[config.mk]
export PLATFORM = sky130hd
export DESIGN_NAME = multi_bit_sync_filter
export DESIGN_NICKNAME = d
export VERILOG_FILES = /design/src/rtl/multi_bit_sync_filter_pkg.sv /design/src/rtl/sync_filter_chan.sv /design/src/rtl/multi_bit_sync_filter.sv
export SDC_FILE = /design/constraint.sdc
export NUM_CORES = 1
export LEC_CHECK = 0
export CORE_MARGIN = 5
export CORE_UTILIZATION = 40
export DETAILED_ROUTE_END_ITERATION = 12
export PLACE_DENSITY_LB_ADDON = 0.05
export SYNTH_ARGS = -nofsm -noshare
export SYNTH_HDL_FRONTEND = slang
export SYNTH_SLANG_ARGS = --single-unit
export TNS_END_PERCENT = 30
[constraint.sdc]
create_clock -name CLK -period 1.9 [get_ports CLK]
set_clock_uncertainty 0.05 [all_clocks]
set_input_delay 0.475 -clock CLK [delete_from_list [all_inputs] [get_ports CLK]]
set_output_delay 0.475 -clock CLK [all_outputs]
set_load 0.01 [all_outputs]
[src/rtl/multi_bit_sync_filter_pkg.sv]
// Shared definitions for the multi-channel synchronizer/glitch filter.
package multi_bit_sync_filter_pkg;

    localparam int unsigned DEF_NUM_STAGES    = 2;
    localparam int unsigned DEF_FILTER_CYCLES = 4;

    // Counter width needed to count 0..n-1, never narrower than one bit.
    function automatic int unsigned clog2_min1(input int unsigned n);
        int unsigned w;
        w = (n <= 1) ? 1 : $clog2(n);
        return w;
    endfunction

    // Filter counter width for the default filter length.
    localparam int unsigned CNT_W = clog2_min1(DEF_FILTER_CYCLES);

endpackage

[src/rtl/sync_filter_chan.sv]
// One channel: synchronizer chain, stability filter, rise/fall event flops.
module sync_filter_chan
    import multi_bit_sync_filter_pkg::*;
#(
    parameter int unsigned NUM_STAGES    = DEF_NUM_STAGES,
    parameter int unsigned FILTER_CYCLES = DEF_FILTER_CYCLES,
    parameter logic        INIT_BIT      = 1'b0
) (
    input  logic CLK,
    input  logic RST,
    input  logic ASYNC,
    input  logic FILT_BYPASS,
    output logic SYNC,
    output logic RISE,
    output logic FALL,
    output logic edge_c
);

    localparam int unsigned            CNT_WIDTH = clog2_min1(FILTER_CYCLES);
    localparam logic [CNT_WIDTH-1:0]   CNT_LAST  = CNT_WIDTH'(FILTER_CYCLES - 1);

    logic [NUM_STAGES-1:0] chain;
    logic [CNT_WIDTH-1:0]  cnt;
    logic [CNT_WIDTH-1:0]  cnt_nxt;
    logic                  raw;
    logic                  sync_nxt;

    assign raw = chain[NUM_STAGES-1];

    // Metastability chain; oldest sample sits in the MSB.
    always_ff @(posedge CLK) begin
        if (!RST) begin
            chain <= {NUM_STAGES{INIT_BIT}};
        end else begin
            chain <= {chain[NUM_STAGES-2:0], ASYNC};
        end
    end

    // Stability filter: accept a new level only after it persists; bypass follows raw.
    always_comb begin
        sync_nxt = SYNC;
        cnt_nxt  = '0;
        if (FILT_BYPASS) begin
            sync_nxt = raw;
        end else if (raw != SYNC) begin
            if (cnt == CNT_LAST) begin
                sync_nxt = raw;
            end else begin
                cnt_nxt = cnt + CNT_WIDTH'(1);
            end
        end
    end

    // Level change about to be committed, for the shared any-edge flop.
    assign edge_c = sync_nxt ^ SYNC;

    // Filtered level, counter and event pulses update on the same edge.
    always_ff @(posedge CLK) begin
        if (!RST) begin
            SYNC <= INIT_BIT;
            cnt  <= '0;
            RISE <= 1'b0;
            FALL <= 1'b0;
        end else begin
            SYNC <= sync_nxt;
            cnt  <= cnt_nxt;
            RISE <= sync_nxt & ~SYNC;
            FALL <= ~sync_nxt & SYNC;
        end
    end

endmodule

[src/rtl/multi_bit_sync_filter.sv]
// Multi-channel level synchronizer with glitch filter and edge event pulses.
module multi_bit_sync_filter
    import multi_bit_sync_filter_pkg::*;
#(
    parameter int unsigned          NUM_STAGES    = DEF_NUM_STAGES,
    parameter int unsigned          BUS_WIDTH     = 4,
    parameter int unsigned          FILTER_CYCLES = DEF_FILTER_CYCLES,
    parameter logic [BUS_WIDTH-1:0] INIT_VAL      = {BUS_WIDTH{1'b0}}
) (
    input  logic                 CLK,
    input  logic                 RST,
    input  logic [BUS_WIDTH-1:0] ASYNC,
    input  logic                 FILT_BYPASS,
    output logic [BUS_WIDTH-1:0] SYNC,
    output logic [BUS_WIDTH-1:0] RISE,
    output logic [BUS_WIDTH-1:0] FALL,
    output logic                 ANY_EDGE
);

    logic [BUS_WIDTH-1:0] edge_c;

    // Reject configurations that cannot synchronize or filter.
    if (NUM_STAGES < 2) begin : g_bad_stages
        $error("multi_bit_sync_filter: NUM_STAGES must be >= 2");
    end
    if (BUS_WIDTH < 1) begin : g_bad_width
        $error("multi_bit_sync_filter: BUS_WIDTH must be >= 1");
    end
    if (FILTER_CYCLES < 1) begin : g_bad_filter
        $error("multi_bit_sync_filter: FILTER_CYCLES must be >= 1");
    end

    // Independent per-channel synchronizer/filter.
    for (genvar i = 0; i < int'(BUS_WIDTH); i++) begin : g_chan
        sync_filter_chan #(
            .NUM_STAGES    (NUM_STAGES),
            .FILTER_CYCLES (FILTER_CYCLES),
            .INIT_BIT      (INIT_VAL[i])
        ) u_chan (
            .CLK         (CLK),
            .RST         (RST),
            .ASYNC       (ASYNC[i]),
            .FILT_BYPASS (FILT_BYPASS),
            .SYNC        (SYNC[i]),
            .RISE        (RISE[i]),
            .FALL        (FALL[i]),
            .edge_c      (edge_c[i])
        );
    end

    // Any-channel event flag, coincident with the RISE/FALL pulses.
    always_ff @(posedge CLK) begin
        if (!RST) begin
            ANY_EDGE <= 1'b0;
        end else begin
            ANY_EDGE <= |edge_c;
        end
    end

endmodule

======== After elaboration in Yosys (flattened, before gate mapping) ========
Index checks and enable logic that the tools add are counted.
word-level totals
  register bits ........................... 29
  input bits .............................. 7
  logic and storage cells ................. 75
operators by class
  add/sub/neg operators ................... 4
  eq/ne operators ......................... 8
  multiplexer cells ....................... 12
  bitwise operators ....................... 25
  reductions and logical operators ........ 5
operator list
  operator               count
  $reduce_or A4 Y1       5
  $not A1 Y1             13
  $mux W1                12
  $add A2 B1 Y2 const B  4
  $and A1 B1 Y1          8
  $eq A2 B2 Y1 const B   4
  $ne A1 B1 Y1           4
  $xor A1 B1 Y1          4

======== Depth between registers and ports, before layout ========
Gate-level depths: netlist of the first run.
  depth after elaboration ................. 6
  gate-level depth with buffers ........... 5
  gate-level depth less buffers ........... 5

======== By module ========
From an unflattened synthesis of the first run, not the netlist that was laid out.
unflattened totals
  cell total of the unflattened synthesis .. 94
  area total of the unflattened synthesis .. 1,087.3 µm²
modules (own cells, without submodules)
  module                 times used  cells each  area an instance (µm²)
  sync_filter_chan       4           23          264.0
  multi_bit_sync_filter  1           2           31.3

======== Worst setup path after synthesis of the first run ========
OpenSTA, ideal clock, no wires.
  path kind ............................... flip-flop to flip-flop
  start ................................... reg g_chan[2].u_chan.cnt[0]
  end ..................................... reg ANY_EDGE
  setup time .............................. 0.081 ns
  arrival ................................. 1.497 ns
  data required time ...................... 1.769 ns
  slack ................................... 0.272 ns
  cell stages (with the launch flop) ...... 6
  buffers on the path ..................... 0
  cell sequence ........................... dfxtp_1 ha_1 nor2_1 mux2_2 ha_1 a41oi_1
on the way
  longest elaborated chain between the ends .. 6
RTL lines
  what                                 RTL line                     source
  from (decl)                          sync_filter_chan.sv:23       logic [CNT_WIDTH-1:0] cnt;
  from (signal assigned)               sync_filter_chan.sv:66       cnt <= cnt_nxt;
  $eq A2 B2 Y1                         sync_filter_chan.sv:46       if (cnt == CNT_LAST) begin
  $mux W1                              sync_filter_chan.sv:46
  $mux W1                              sync_filter_chan.sv:45       end else if (raw != SYNC) begin
  $mux W1                              sync_filter_chan.sv:43       if (FILT_BYPASS) begin
  named net g_chan[2].u_chan.sync_nxt  sync_filter_chan.sv:26       logic sync_nxt;
  $xor A1 B1 Y1                        sync_filter_chan.sv:55       assign edge_c = sync_nxt ^ SYNC;
  $reduce_or A4 Y1                     multi_bit_sync_filter.sv:56  ANY_EDGE <= |edge_c;
  to (signal assigned)                 multi_bit_sync_filter.sv:56
  to (decl)                            multi_bit_sync_filter.sv:17  output logic ANY_EDGE
The timed path passes the listed nets, and every way through them passes these cells.
A chain may end at the register's enable or synchronous reset.

======== Final worst setup path of the first run ========
  start ................................... in FILT_BYPASS
  end ..................................... reg ANY_EDGE
on the way
  longest elaborated chain between the ends .. 3
  elaborated cells between the ends (all ways) .. 9
  those cells by class .................... mux: 4; bitwise: 4; reduce/logical: 1
RTL lines
  what                                 RTL line                     source
  from (decl)                          multi_bit_sync_filter.sv:13  input logic FILT_BYPASS,
  $mux W1                              sync_filter_chan.sv:43
  named net g_chan[0].u_chan.sync_nxt  sync_filter_chan.sv:26
  $xor A1 B1 Y1                        sync_filter_chan.sv:55
  $reduce_or A4 Y1                     multi_bit_sync_filter.sv:56
The timed path passes the listed nets, and every way through them passes these cells.

==> summary.txt, run 1 <==
Status
  – Status: complete, no violations

Placed design
  – DP HPWL: 1540 µm
  – IO buf count: 19
  – Pre-CTS WS: -0.251 ns
  – Gp weighted congestion: 0.696

Cells and area
  – Most frequent cells in the layout: dfxtp_1, clkdlybuf4s50_1, and2_1
  – Layout Nets: 152
  – Area delta synth->final: 21.2%
  – Antenna Diode Count: 0
  – Fin util: 50.9%
  – Layout cell share with drive strength beyond 1: 25.4%
  – Most common cell after layout, fill and taps aside: dfxtp_1

Synth
  – Synthesis Warnings: 0
  – Synth cell types: 23
  – Post-Syn Instances: 111
  – Proportion of synthesized chip area in sequential cells: 44.9%
  – Syn Std Cell Area: 0.00129 mm²
  – Mapped Nets: 130
  – Synthesized area per cell: 11.7 µm²
  – Yosys reg bits: 29

CTS
  – Total CTS buffers: 5
  – Worst skew pair latency: 0.32 ns
  – H-tree depth: 2
  – Worst-path clk slew: 0.09 ns
  – CTS root buf: clkbuf_4
  – Post-CTS setup buffer count: 0
  – Clock buffer depth: 2
  – Sink Count: 29
  – CTS tree: yes

Hold path
  – Hold endpoint: g_chan[1].u_chan.chain[1]$_SDFF_PN0_
  – Worst Hold Launch: g_chan[1].u_chan.chain[0]$_SDFF_PN0_
  – Worst hold path type: reg2reg
  – Hold path depth: 1

Critical path
  – Critical Path Fanout Max: 5
  – CP endpoint kind: register
  – Critical Path Stages: 6
  – R2R Path Start: g_chan[2].u_chan.cnt[0]$_SDFF_PP0_
  – FF-to-FF setup slack: 0.24 ns
  – Reg2reg end: ANY_EDGE$_SDFF_PN0_
  – WP data arrival: 2.02 ns
  – Bufs and invs on worst path: 2
  – Critical path class: in2reg
  – Worst path required time: 2.10 ns
  – Critical Path Max Stage Delay: 0.49 ns
  – Slowest CP cell: clkdlybuf4s50_1
  – R2R depth: 5
  – CP cell instances: clkdlybuf4s50_1 -> buf_4 -> nor2_4 -> mux2_4 -> ha_1 -> a41oi_1
  – CP delay by family, top: buffers and inverters
  – Critical Path Start Type: input port

STA
  – Part of the cycle the worst path needs: 95.8%
  – Unrepaired setup endpoints after global routing: false
  – Final min period: 1.82 ns
  – Fmax achieved: 549 MHz
  – Slew @ Worst Pin: 0.297 ns
  – Hold violation count in the final report: 0
  – Max-slew violations: 0
  – Relative slew slack: 80.0%
  – Min setup slack post-route: 0.0791 ns
  – Setup-failing EPs final: 0

GRT
  – Grt ovf: 0
  – First-pass GRT wire length: 3710 µm
  – Largest net degree at the start of global routing: 16
  – Vias in the first global route: 851
  – Initial antenna violation count: 0
  – Gr usage total: 11.2%

Power
  – Peak VDD IR: 418 µV
  – Leakage: 0.000702 µW
  – PwrDens: 697 mW/mm²

Die
  – Die height: 66.9 µm
  – Cell Rows: 20
  – Core ar.: 0.00308 mm²
  – Initial Util: 42.0%
  – Die ar.: 0.00447 mm²
  – Die W: 66.9 µm
  – Ports: 20

Route
  – WL per Instance: 11.7 µm
  – DRC Markers: 0
  – Vias per std cell: 4.48
  – Number of DRC markers in iteration 0: 25
  – Router iterations before antenna repair: 5
  – Via Count: 797
  – Routed Antenna Nets: 0
  – Routed WL: 2080 µm

Job
  – MaxCap Viol Count: 0
## state kept, by name (all words and copies together) (netlist names)
register	count
g_chan.u_chan.chain	8
g_chan.u_chan.cnt	8
g_chan.u_chan.FALL	4
g_chan.u_chan.RISE	4
g_chan.u_chan.SYNC	4
ANY_EDGE	1
## final cells by class
class	instances	area (µm²)
Timing Repair Buffer	31	280
Tap cell	44	55.1
Clock inverter	2	10.0
Sequential cell	29	586
Clock buffer	6	41.3
Fill cell	305	1510
Multi-Input combinational cell	61	574
Inverter	5	21.3
## per-stage QoR
step | std cells | TNS (ns) | cell area (µm²) | hold WS [ns] | total power [µW]
after floorplan | 111 | 0 | 1290 | 0.362 | 711
after global placement | 170 | -0.912 | 1510 | 0.365 | 758
after detailed placement | 170 | -0.960 | 1510 | 0.370 | 760
after CTS | 178 | 0 | 1560 | 0.392 | 1110
after global routing | 178 | 0 | 1570 | 0.420 | 1160
final | 178 | 0 | 1570 | 0.391 | 1090
## power breakdown
part	leakage (µW)	internal (µW)	total (µW)	switching [µW]
clock	0.0000320	141	348	208
combinational	0.000431	64.2	108	44.1
sequential	0.000238	626	637	11.1
## synth_stat cells (all sizes together)
cell,count,area (µm²)
ha,12,150
and4,4,36.3
a41oi,1,8.76
mux2i,4,40.0
xor2,4,35.0
and2,16,100
clkbuf,1,3.75
o211ai,4,30.0
and4b,4,41.3
buf,15,114
inv,5,21.3
o41ai,4,50.1
nor2,4,30.0
mux2,4,52.6
dfxtp,29,581
## cells by family after synthesis
logic type               count (synthesis)  synth area share [%]
AO/OA/AOI/OAI                            9                  6.87
adder cells (fa/ha/maj)                 12                  11.6
flip-flops                              29                  44.9
AND/OR/NAND/NOR                         28                  16.1
multiplexers                             8                  7.16
XOR/XNOR                                 4                  2.71
buffers and inverters                   21                  10.7
## per-layer routing
layer / global-route usage, % / part of all wire (%) / vias up / routed length, µm
met2: 18.2 / 46 / 17 / 963
met1: 12.8 / 47 / 364 / 971
met5: 0 / 0 / - / 0
met3: 4.89 / 6.3 / 2 / 130
met4: 4.56 / 0.72 / 0 / 15
li1: - / - / 414 / -
## worst reg2reg max path: stages, from the launching register on
cell and delay [ns]:
dfxtp_1 0.33, ha_1 0.23, nor2_1 0.15, mux2_2 0.36
ha_1 0.28, a41oi_1 0.20
## worst max path at each step
stage,startpoint,to
after floorplan,g_chan[2].u_chan.cnt[0]$_SDFF_PP0_,ANY_EDGE$_SDFF_PN0_
after global placement,FILT_BYPASS,ANY_EDGE$_SDFF_PN0_
after global routing,g_chan[2].u_chan.SYNC$_SDFF_PN0_,SYNC[2]
final,FILT_BYPASS,ANY_EDGE$_SDFF_PN0_
after CTS,g_chan[0].u_chan.SYNC$_SDFF_PN0_,SYNC[0]
after detailed placement,FILT_BYPASS,ANY_EDGE$_SDFF_PN0_
## timing repair
item / 4_1_cts / 5_1_grt
pin swaps: 0 / 0
hold buffers: 0 / 0
endpoints found under the setup margin: 1 / 3
hold endpoints to repair: 0 / 0
gates resized for setup: 1 / 3
Power figures use the tool's default switching activity.
==> run 2: changes to the inputs <==
- ABC_AREA: not set -> 0
- CAP_MARGIN: not set -> 5
- SLEW_MARGIN: not set -> 25
==> results of run 2 <==
Same layout as run 1: the final DEF is identical, and so are final timing and power.
